--- src/rtl/gcm_block_sequencer.sv ---
// ---------------------------------------------------------------------------
// gcm_block_sequencer
//
// Feeds one complete AES-GCM message into the GCM core a 128-bit block at a
// time. The order is: core start pulse, all AD blocks, all plaintext blocks
// (each ciphertext block is returned downstream before the next PT block is
// fetched), the length block, and finally the auth tag is captured.
//
// Ports
//   clk, reset_n           : clock (rising edge), async active-low reset
//   cmd_start              : start request, sampled only while idle
//   ad_blocks, pt_blocks   : block counts, latched with cmd_start
//   in_data/in_valid/in_ready       : upstream block stream (AD then PT)
//   core_start             : one-cycle start pulse to the core
//   core_ad/pt/len + *_valid        : registered block buses + 1-cycle qualifiers
//   core_ciphertext, core_auth_tag  : results from the core
//   out_data/out_valid/out_ready    : downstream ciphertext stream
//   tag, tag_valid         : captured auth tag, held until the next start
//   busy                   : high from accepted start until tag capture
//   dbg_state              : current FSM state encoding
//
// Handshake rule (both streams): a transfer happens on a rising edge where
// valid and ready are both high. The producer holds data and valid stable
// until that edge; ready never depends combinationally on valid.
// ---------------------------------------------------------------------------
module gcm_block_sequencer #(
    parameter int LEN_W        = 8,
    parameter int START_CYCLES = 2,
    parameter int GAP_CYCLES   = 10,
    parameter int TAG_WAIT     = 10
) (
    input  logic             clk,
    input  logic             reset_n,
    input  logic             cmd_start,
    input  logic [LEN_W-1:0] ad_blocks,
    input  logic [LEN_W-1:0] pt_blocks,
    input  logic [127:0]     in_data,
    input  logic             in_valid,
    output logic             in_ready,
    output logic             core_start,
    output logic [127:0]     core_ad,
    output logic [127:0]     core_pt,
    output logic [127:0]     core_len,
    output logic             core_ad_valid,
    output logic             core_pt_valid,
    output logic             core_len_valid,
    input  logic [127:0]     core_ciphertext,
    input  logic [127:0]     core_auth_tag,
    output logic [127:0]     out_data,
    output logic             out_valid,
    input  logic             out_ready,
    output logic [127:0]     tag,
    output logic             tag_valid,
    output logic             busy,
    output logic [3:0]       dbg_state
);

    localparam int WAIT_W = 16;

    typedef enum logic [3:0] {
        IDLE     = 4'd0,
        KICK     = 4'd1,
        SETTLE   = 4'd2,
        AD_FETCH = 4'd3,
        AD_WAIT  = 4'd4,
        PT_FETCH = 4'd5,
        PT_WAIT  = 4'd6,
        CT_OUT   = 4'd7,
        LEN      = 4'd8,
        TAG_HOLD = 4'd9
    } state_e;

    state_e              state_q, state_d;
    logic [LEN_W-1:0]    ad_cnt_q, ad_cnt_d;     // AD blocks still to send
    logic [LEN_W-1:0]    pt_cnt_q, pt_cnt_d;     // PT blocks still to send
    logic [LEN_W-1:0]    ad_tot_q, ad_tot_d;     // original counts for the length block
    logic [LEN_W-1:0]    pt_tot_q, pt_tot_d;
    logic [WAIT_W-1:0]   wait_q, wait_d;         // counts N-1 down to 0
    logic                in_ready_q, in_ready_d;
    logic                core_start_q, core_start_d;
    logic [127:0]        core_ad_q, core_ad_d;
    logic [127:0]        core_pt_q, core_pt_d;
    logic [127:0]        core_len_q, core_len_d;
    logic                core_ad_valid_q, core_ad_valid_d;
    logic                core_pt_valid_q, core_pt_valid_d;
    logic                core_len_valid_q, core_len_valid_d;
    logic [127:0]        out_data_q, out_data_d;
    logic                out_valid_q, out_valid_d;
    logic [127:0]        tag_q, tag_d;
    logic                tag_valid_q, tag_valid_d;
    logic                busy_q, busy_d;
    state_e              next_phase;

    // Where to go once a phase is done: remaining AD first, then PT, then LEN.
    // Counters are already decremented by the time any wait expires, so this
    // single rule serves SETTLE, AD_WAIT and CT_OUT.
    always_comb begin
        if (ad_cnt_q != '0) begin
            next_phase = AD_FETCH;
        end else if (pt_cnt_q != '0) begin
            next_phase = PT_FETCH;
        end else begin
            next_phase = LEN;
        end
    end

    always_comb begin
        state_d          = state_q;
        ad_cnt_d         = ad_cnt_q;
        pt_cnt_d         = pt_cnt_q;
        ad_tot_d         = ad_tot_q;
        pt_tot_d         = pt_tot_q;
        wait_d           = wait_q;
        core_start_d     = 1'b0;
        core_ad_d        = core_ad_q;
        core_pt_d        = core_pt_q;
        core_len_d       = core_len_q;
        core_ad_valid_d  = 1'b0;
        core_pt_valid_d  = 1'b0;
        core_len_valid_d = 1'b0;
        out_data_d       = out_data_q;
        out_valid_d      = out_valid_q;
        tag_d            = tag_q;
        tag_valid_d      = tag_valid_q;
        busy_d           = busy_q;

        case (state_q)
            IDLE: begin
                if (cmd_start) begin
                    ad_cnt_d    = ad_blocks;
                    pt_cnt_d    = pt_blocks;
                    ad_tot_d    = ad_blocks;
                    pt_tot_d    = pt_blocks;
                    busy_d      = 1'b1;
                    tag_valid_d = 1'b0;
                    state_d     = KICK;
                end
            end
            KICK: begin
                core_start_d = 1'b1;
                if (START_CYCLES == 0) begin
                    state_d = next_phase;
                end else begin
                    wait_d  = WAIT_W'(START_CYCLES - 1);
                    state_d = SETTLE;
                end
            end
            SETTLE: begin
                if (wait_q == '0) begin
                    state_d = next_phase;
                end else begin
                    wait_d = wait_q - WAIT_W'(1);
                end
            end
            AD_FETCH: begin
                if (in_valid && in_ready_q) begin
                    core_ad_d       = in_data;
                    core_ad_valid_d = 1'b1;
                    ad_cnt_d        = ad_cnt_q - LEN_W'(1);
                    wait_d          = WAIT_W'(GAP_CYCLES - 1);
                    state_d         = AD_WAIT;
                end
            end
            AD_WAIT: begin
                if (wait_q == '0) begin
                    state_d = next_phase;
                end else begin
                    wait_d = wait_q - WAIT_W'(1);
                end
            end
            PT_FETCH: begin
                if (in_valid && in_ready_q) begin
                    core_pt_d       = in_data;
                    core_pt_valid_d = 1'b1;
                    pt_cnt_d        = pt_cnt_q - LEN_W'(1);
                    wait_d          = WAIT_W'(GAP_CYCLES - 1);
                    state_d         = PT_WAIT;
                end
            end
            PT_WAIT: begin
                if (wait_q == '0) begin
                    out_data_d  = core_ciphertext;
                    out_valid_d = 1'b1;
                    state_d     = CT_OUT;
                end else begin
                    wait_d = wait_q - WAIT_W'(1);
                end
            end
            CT_OUT: begin
                if (out_valid_q && out_ready) begin
                    out_valid_d = 1'b0;
                    state_d     = next_phase;
                end
            end
            LEN: begin
                // Bit lengths: block count * 128, zero-extended to 64 bits each.
                core_len_d       = {64'({ad_tot_q, 7'b0}), 64'({pt_tot_q, 7'b0})};
                core_len_valid_d = 1'b1;
                wait_d           = WAIT_W'(TAG_WAIT - 1);
                state_d          = TAG_HOLD;
            end
            TAG_HOLD: begin
                if (wait_q == '0) begin
                    tag_d       = core_auth_tag;
                    tag_valid_d = 1'b1;
                    busy_d      = 1'b0;
                    state_d     = IDLE;
                end else begin
                    wait_d = wait_q - WAIT_W'(1);
                end
            end
            default: begin
                state_d = IDLE;
            end
        endcase

        // Registered ready: high exactly while the FSM sits in a fetch state.
        in_ready_d = (state_d == AD_FETCH) || (state_d == PT_FETCH);
    end

    always_ff @(posedge clk or negedge reset_n) begin
        if (!reset_n) begin
            state_q          <= IDLE;
            ad_cnt_q         <= '0;
            pt_cnt_q         <= '0;
            ad_tot_q         <= '0;
            pt_tot_q         <= '0;
            wait_q           <= '0;
            in_ready_q       <= 1'b0;
            core_start_q     <= 1'b0;
            core_ad_q        <= '0;
            core_pt_q        <= '0;
            core_len_q       <= '0;
            core_ad_valid_q  <= 1'b0;
            core_pt_valid_q  <= 1'b0;
            core_len_valid_q <= 1'b0;
            out_data_q       <= '0;
            out_valid_q      <= 1'b0;
            tag_q            <= '0;
            tag_valid_q      <= 1'b0;
            busy_q           <= 1'b0;
        end else begin
            state_q          <= state_d;
            ad_cnt_q         <= ad_cnt_d;
            pt_cnt_q         <= pt_cnt_d;
            ad_tot_q         <= ad_tot_d;
            pt_tot_q         <= pt_tot_d;
            wait_q           <= wait_d;
            in_ready_q       <= in_ready_d;
            core_start_q     <= core_start_d;
            core_ad_q        <= core_ad_d;
            core_pt_q        <= core_pt_d;
            core_len_q       <= core_len_d;
            core_ad_valid_q  <= core_ad_valid_d;
            core_pt_valid_q  <= core_pt_valid_d;
            core_len_valid_q <= core_len_valid_d;
            out_data_q       <= out_data_d;
            out_valid_q      <= out_valid_d;
            tag_q            <= tag_d;
            tag_valid_q      <= tag_valid_d;
            busy_q           <= busy_d;
        end
    end

    assign in_ready       = in_ready_q;
    assign core_start     = core_start_q;
    assign core_ad        = core_ad_q;
    assign core_pt        = core_pt_q;
    assign core_len       = core_len_q;
    assign core_ad_valid  = core_ad_valid_q;
    assign core_pt_valid  = core_pt_valid_q;
    assign core_len_valid = core_len_valid_q;
    assign out_data       = out_data_q;
    assign out_valid      = out_valid_q;
    assign tag            = tag_q;
    assign tag_valid      = tag_valid_q;
    assign busy           = busy_q;
    assign dbg_state      = state_q;

endmodule

--- config.mk ---
export PLATFORM = sky130hd
export DESIGN_NAME = gcm_block_sequencer
export DESIGN_NICKNAME = d
export VERILOG_FILES = /design/src/rtl/gcm_block_sequencer.sv
export SDC_FILE = /design/constraint.sdc
export NUM_CORES = 1
export LEC_CHECK = 0
export ABC_AREA = 1
export CAP_MARGIN = 10
export CORE_AREA = 2 2 414 416
export CTS_CLUSTER_DIAMETER = 120
export DETAILED_ROUTE_END_ITERATION = 10
export DIE_AREA = 0 0 416 418
export PLACE_DENSITY_LB_ADDON = 0.2
export SYNTH_ARGS = -nofsm -noshare
export SYNTH_HDL_FRONTEND = slang
export SYNTH_SLANG_ARGS = --single-unit
--- constraint.sdc ---
create_clock -name clk -period 5.4 [get_ports clk]
set_input_delay 1.62 -clock clk [delete_from_list [all_inputs] [get_ports clk]]
set_output_delay 1.62 -clock clk [all_outputs]
set_load 0.01 [all_outputs]
==> qor.tcl, run 1 <==
set qor(outcome) {completed}
set qor(timing.max_slew.rel_slack) 0.337
set qor(pwr_density_cell_mw_per_mm2) 522
set qor(irDropWorstVdd_mv) 0.258
set qor(synth.yosys.seq_area_share) 0.618
set qor(worstHoldPathType) {reg2reg}
set qor(signed_area_change_from_the_synthesized_netlist_to_the_final_layout_pct) 59.7
set qor(timing.final.ws_setup_ps) 1920
set qor(floorplan.core_area_sq_mm) 0.169
set qor(hold_path_depth) 2
set qor(start_util) 0.141
set qor(rsz0062_at_grt) {false}
set qor(cts-resized-gates) 0
set qor(ys_ff_latch) 588
set qor(min_delay_worst_endpoint) {tag[4]$_DFFE_PN0P_}
set qor(synthMuxAreaShare) 0.0605
set qor(fillCellCount) 18451
set qor(place_hpwl_um) 72800
set qor(hold_path_startpoint) {tag[4]$_DFFE_PN0P_}
set qor(avgViaCountPerCell) 3.37
set qor(timing.reg2reg.worst_path_depth) 7
set qor(synth_cell_type_count) 37
set qor(grt_start_max_net_pins) 211
set qor(layout_min_cycle_time_ps) 3480
set qor(p_comb_frac) 0.376
set qor(synthesis.area_per_instance_sq_um) 9.85
set qor(power.share.sequential) 0.353
set qor(place_area_sq_mm) 0.0354
set qor(synth-xor-area-share) 0.00662
set qor(synth-edff-count) 0
set qor(cp_cell_sequence) {clkdlybuf4s50_1}
set qor(regToRegSetupSlack_ps) 2400
set qor(cp_max_fo) 5
set qor(crit-reg2reg-launch) {wait_q[0]$_DFFE_PN0P_}
set qor(first_global_vias) 19886
set qor(netSwitchingFraction) 0.340
set qor(async_reset_ff_frac) 1.00
set qor(cts.sinks) 588
set qor(synth_simple_gate_area_frac) 0.150
set qor(max_freq_ghz) 0.288
set qor(internal_power_w) 0.0131
set qor(r2r-end) {out_data[98]$_DFFE_PN0P_}
set qor(synth-adder-area-share) 0.00263
set qor(worst-slew-pin-transition_ps) 994
set qor(holdBufCountCts) 0
set qor(total_leakage_power_nw) 16.8
set qor(report.final.hold_viol_count) 0
set qor(drv_slew) 0
set qor(layout_worst_path_cycle_share) 0.644
set qor(synth_area_sq_mm) 0.0238
set qor(netlist_instances) 2418
set qor(grt_first_pass_wirelength_um) 141000
set qor(slowest_delay_ps) 750
set qor(power.clock.fraction) 0.271
set qor(wirelength_um) 98300
set qor(worst_path_max_delay_cell) {sky130_fd_sc_hd__clkdlybuf4s50_1}
set qor(final_common_cell) {sky130_fd_sc_hd__clkdlybuf4s50_1}
set qor(critPathBufInv) 1
set qor(clockRootBuffer) {sky130_fd_sc_hd__clkbuf_16}
set qor(synth.yosys.warnings) 0
set qor(post_drt_wl_per_cell_um) 17.4
set qor(nNetsFinal) 3768
set qor(clk_latency_ps) 670
set qor(critPathRequiredTime_ps) 3780
set qor(io-pin-count) 1057
set qor(final_antenna_net_count) 0
set qor(cts_tree) {yes}
set qor(worst_clock_skew_ps) 32.8
set qor(number_of_antenna_violations_at_the_first_check_in_global_routing) 19
set qor(gpl.final_weighted_congestion) 0.754
set qor(worst-endpoint-arrival_ps) 1860
set qor(ys.flop_type) {sky130_fd_sc_hd__dfrtp_1}
set qor(floorplan.die.height_um) 418
set qor(net_load_switching_power_w) 0.00675
set qor(track_usage) 0.110
set qor(final_cell_mix) {943 x sky130_fd_sc_hd__clkdlybuf4s50_1, 822 x sky130_fd_sc_hd__nand2_1, 588 x sky130_fd_sc_hd__dfrtp_1}
set qor(place.port_buffers) 944
set qor(placement_rows) 151
set qor(synth-compound-area-share) 0.0708
set qor(full_die_area_sq_mm) 0.174
set qor(clockBufferDepth) 3
set qor(timing.setup.tns_ps) 0
set qor(route.vias.total) 19028
set qor(drt_iter0_markers) 962
set qor(drc_errors) 0
set qor(global_route.overflow_total) 0
set qor(drt_pass1_iterations) 5
set qor(numCtsBuffers) 80
set qor(synth_top_family_by_area) {simple AND/OR/NAND/NOR gates}
set qor(timing_worst_setup_path_type) {reg2out}
set qor(post_cts_setup_buffer_count) 0
set qor(drive_above_1_share) 0.0702
set qor(htreeDepth) 3
set qor(final_design_area_no_fill_sq_mm) 0.0380
set qor(setup.worst_path.start_class) {flop}
set qor(final-setup-viol-count) 0
set qor(worstSetupEndpointType) {output pin}
set qor(place_worst_setup_slack_ps) 1470
set qor(drv_cap) 0
set qor(clk_pin_slew_worst_paths_ps) 50
set qor(die_width_um) 416
set qor(finalPower_w) 0.0198
set qor(path_delay_family) {buffers and inverters}
[through the flow]
| stage | utilization | cells | hold WS (ps) |
|---|---|---|---|
| floorplan | - | 2529 | 442 |
| finish | 0.225 | 5638 | 467 |
| CTS | 0.225 | 5634 | 471 |
| global placement | 0.209 | 5493 | 454 |
| detailed placement | 0.209 | 5493 | 457 |
| global route | 0.225 | 5635 | 482 |
[power groups by stage]
stage	combinational, W	sequential [W]	clock (W)
after CTS	0.00763	0.00704	0.00565
after global placement	0.00762	0.00706	0
final	0.00746	0.00701	0.00537
after detailed placement	0.00761	0.00709	0
after global routing	0.00819	0.00724	0.00580
after floorplan	0.00239	0.00765	0
[cell families after synthesis]
family | count (synthesis)
compound gates | 329
other cells | 1
xor+xnor | 18
buf+inv | 418
fa+ha+maj | 5
mux | 128
flops | 588
simple gates | 931
[final cells by class]
type / instances / area, sq um / share of cell area
inverter: 194 / 731 / 0.0192
sequential: 588 / 14700 / 0.387
tap: 2218 / 2780 / 0.0730
clock buffer: 118 / 2340 / 0.0614
timing repair buffer: 971 / 9780 / 0.257
antenna: 3 / 7.51 / 0.000197
multi-input combinational: 1523 / 7380 / 0.194
clock inverter: 23 / 304 / 0.00800
[worst register-to-register path, cell delays in order (launching register included)]
cell,delay [ps]
sky130_fd_sc_hd__dfrtp_1,370
sky130_fd_sc_hd__inv_1,110
sky130_fd_sc_hd__ha_1,240
sky130_fd_sc_hd__nand3_1,90
sky130_fd_sc_hd__nor2_1,260
sky130_fd_sc_hd__nand3_4,740
sky130_fd_sc_hd__buf_4,650
sky130_fd_sc_hd__mux2_1,400
[Yosys cell counts, drive strengths merged, types with 2 or more instances]
cell type	number	area, sq um
dfrtp	588	14700
nor2	69	272
nand4	2	12.5
o21ai	307	1540
a21oi	8	40.0
clkbuf	48	180
mux2	128	1440
o211ai	7	52.6
nand2	827	3110
nand3	22	110
xor2	17	149
nor3	9	61.3
a21boi	2	15.0
ha	5	62.6
o22ai	2	12.5
inv	193	724
buf	176	1250
[state kept, by name (all words and copies together), names as in the netlist, 4 cells and up]
| register | flops |
|---|---|
| ad_tot_q | 8 |
| dbg_state | 4 |
| pt_tot_q | 8 |
| core_ad | 128 |
| wait_q | 16 |
| ad_cnt_q | 8 |
| pt_cnt_q | 8 |
| core_pt | 128 |
| core_len | 16 |
| out_data | 128 |
| tag | 128 |
[worst max path at each step]
stage | startpoint | to | slack [ps] | depth (start not counted)
4_1_cts | dbg_state[1]$_DFF_PN0_ | dbg_state[1] | 1750 | 1
3_5_place_dp | in_valid | wait_q[11]$_DFFE_PN0P_ | 1470 | 7
6_report | dbg_state[1]$_DFF_PN0_ | dbg_state[1] | 1920 | 1
5_1_grt | dbg_state[1]$_DFF_PN0_ | dbg_state[1] | 1790 | 1
2_1_floorplan | in_valid | core_pt[100]$_DFFE_PN0P_ | 2800 | 6
3_3_place_gp | in_valid | wait_q[3]$_DFFE_PN0P_ | 1450 | 7
[routing by layer]
layer | vias up | wire [um] | global-route usage
li1 | 9263 | - | -
met5 | - | 223 | 0
met3 | 151 | 10400 | 0.0524
met2 | 709 | 49300 | 0.193
met4 | 32 | 3060 | 0.0417
met1 | 8873 | 35300 | 0.113
No activity file was read; power rests on OpenSTA's default activity.
==> run 2, diff against run 1 <==
Settings changed: CORE_AREA 2 2 414 416 to 2 2 409 411, DIE_AREA 0 0 416 418 to 0 0 411 413.
Clock period 5.4 ns to 3.5 ns, I/O delays scaled along.
==> qor.tcl, run 2 (same netlist as run 1, synthesis figures left out) <==
set qor(full_die_area_sq_mm) 0.170
set qor(worstHoldPathType) {in2async}
set qor(cts_tree) {yes}
set qor(max_freq_ghz) 0.324
set qor(global_route.overflow_total) 0
set qor(crit_start) {dbg_state[2]$_DFF_PN0_}
set qor(drc_errors) 0
set qor(timing.max_slew.rel_slack) 0.319
set qor(layout_worst_path_cycle_share) 0.883
set qor(io-pin-count) 1057
set qor(report.final.hold_viol_count) 0
set qor(cp_max_fo) 5
set qor(pwr_density_cell_mw_per_mm2) 817
set qor(drt_iter0_markers) 929
set qor(crit-reg2reg-launch) {wait_q[0]$_DFFE_PN0P_}
set qor(sequential_cell_area_sq_mm) 0.0147
set qor(floorplan.die.height_um) 413
set qor(numCtsBuffers) 80
set qor(total_leakage_power_nw) 17.0
set qor(gpl.final_weighted_congestion) 0.768
set qor(slowest_delay_ps) 890
set qor(worstSetupEndpointType) {output pin}
set qor(avgViaCountPerCell) 3.47
set qor(route.vias.total) 19646
set qor(htreeDepth) 3
set qor(fillCellCount) 17954
set qor(cts.sinks) 588
set qor(signed_area_change_from_the_synthesized_netlist_to_the_final_layout_pct) 61.6
set qor(setup.worst_path.start_class) {flop}
set qor(place_hpwl_um) 86100
set qor(floorplan.core_area_sq_mm) 0.166
set qor(clk_latency_ps) 670
set qor(placement_rows) 150
set qor(post_drt_wl_per_cell_um) 19.6
set qor(outcome) {completed}
set qor(final_common_cell) {sky130_fd_sc_hd__clkdlybuf4s50_1}
set qor(worst_path_max_delay_cell) {sky130_fd_sc_hd__clkdlybuf4s50_1}
set qor(critPathRequiredTime_ps) 2450
set qor(worst_clock_skew_ps) 25.0
set qor(finalPower_w) 0.0314
set qor(clockRootBuffer) {sky130_fd_sc_hd__clkbuf_16}
set qor(worst-slew-pin-transition_ps) 1020
set qor(irDropWorstVdd_mv) 0.387
set qor(first_global_vias) 20273
set qor(drv_cap) 0
set qor(final_cell_mix) {943 x sky130_fd_sc_hd__clkdlybuf4s50_1, 822 x sky130_fd_sc_hd__nand2_1, 588 x sky130_fd_sc_hd__dfrtp_1}
set qor(final-setup-viol-count) 0
set qor(number_of_antenna_violations_at_the_first_check_in_global_routing) 37
set qor(post_cts_setup_buffer_count) 0
set qor(critPathBufInv) 1
set qor(wirelength_um) 111000
set qor(layout_min_cycle_time_ps) 3090
set qor(nNetsFinal) 3800
set qor(grt_start_max_net_pins) 131
set qor(final_antenna_net_count) 0
set qor(clk_pin_slew_worst_paths_ps) 60
set qor(track_usage) 0.126
set qor(holdBufCountCts) 0
set qor(drt_pass1_iterations) 7
set qor(grt_first_pass_wirelength_um) 153000
set qor(multi_input_area_sq_mm) 0.00738
set qor(worst-endpoint-arrival_ps) 2040
set qor(timing.setup.tns_ps) 0
set qor(rsz0062_at_grt) {false}
set qor(die_width_um) 411
set qor(start_util) 0.143
set qor(timing.reg2reg.worst_path_depth) 7
set qor(clockBufferDepth) 3
set qor(cts-resized-gates) 0
set qor(drive_above_1_share) 0.0816
set qor(cp_cell_sequence) {clkdlybuf4s50_1}
set qor(timing_worst_setup_path_type) {reg2out}
set qor(place.port_buffers) 944
set qor(drv_slew) 0
set qor(path_delay_family) {buffers and inverters}
set qor(place_area_sq_mm) 0.0357
set qor(crit_cells) 1
set qor(final_design_area_no_fill_sq_mm) 0.0385
## run 2: cell count changes in the layout (fill, tap and decap cells not counted), moves of 2 or more
cell,previous run,this run
sky130_fd_sc_hd__bufinv_16,3,6
sky130_fd_sc_hd__diode_2,3,6
sky130_fd_sc_hd__clkbuf_8,17,19
sky130_fd_sc_hd__clkbuf_1,20,15
sky130_fd_sc_hd__buf_12,9,14
sky130_fd_sc_hd__buf_4,17,45
sky130_fd_sc_hd__clkinvlp_4,3,5
sky130_fd_sc_hd__clkinv_4,1,4
## run 2: worst paths after layout
path | end | slack [ps]
min reg2reg | tag[52]$_DFFE_PN0P_ | 470
min in group clk | tag[52]$_DFFE_PN0P_ | 470
max reg2reg | out_data[81]$_DFFE_PN0P_ | 920
max in group asynchronous | core_len[13]$_DFFE_PN0P_ | 2080
max | dbg_state[2] | 410
min | tag[67]$_DFFE_PN0P_ | 400
## run 2: area by class of cell
cell class	instances	share of cell area
antenna	6	0.000390
tap	2204	0.0717
sequential	588	0.382
clock buffer	115	0.0610
inverter	194	0.0190
timing repair buffer	1003	0.262
clock inverter	32	0.0118
multi-input combinational	1523	0.192
## run 2: where the power goes
| group | internal (W) | total (W) | switching, W |
|---|---|---|---|
| Sequential | 0.00935 | 0.0109 | 0.00152 |
| Combinational | 0.00601 | 0.0119 | 0.00589 |
| Clock | 0.00517 | 0.00865 | 0.00349 |
## run 2: through the flow
stage               hold slack (ps)  utilization  cells  setup slack [ps]
finish                          402        0.232   5665               411
global route                    397        0.232   5661               263
CTS                             354        0.232   5659               219
detailed placement              457        0.215   5512               248
global placement                454        0.215   5512               261
floorplan                       442            -   2529              1470
## run 2: routing by layer
layer / vias up / track usage / wire, um
li1: 9348 / - / -
met1: 9322 / 0.136 / 41600
met2: 764 / 0.213 / 53500
met3: 168 / 0.0624 / 12600
met4: 44 / 0.0441 / 3230
met5: - / 0 / 261
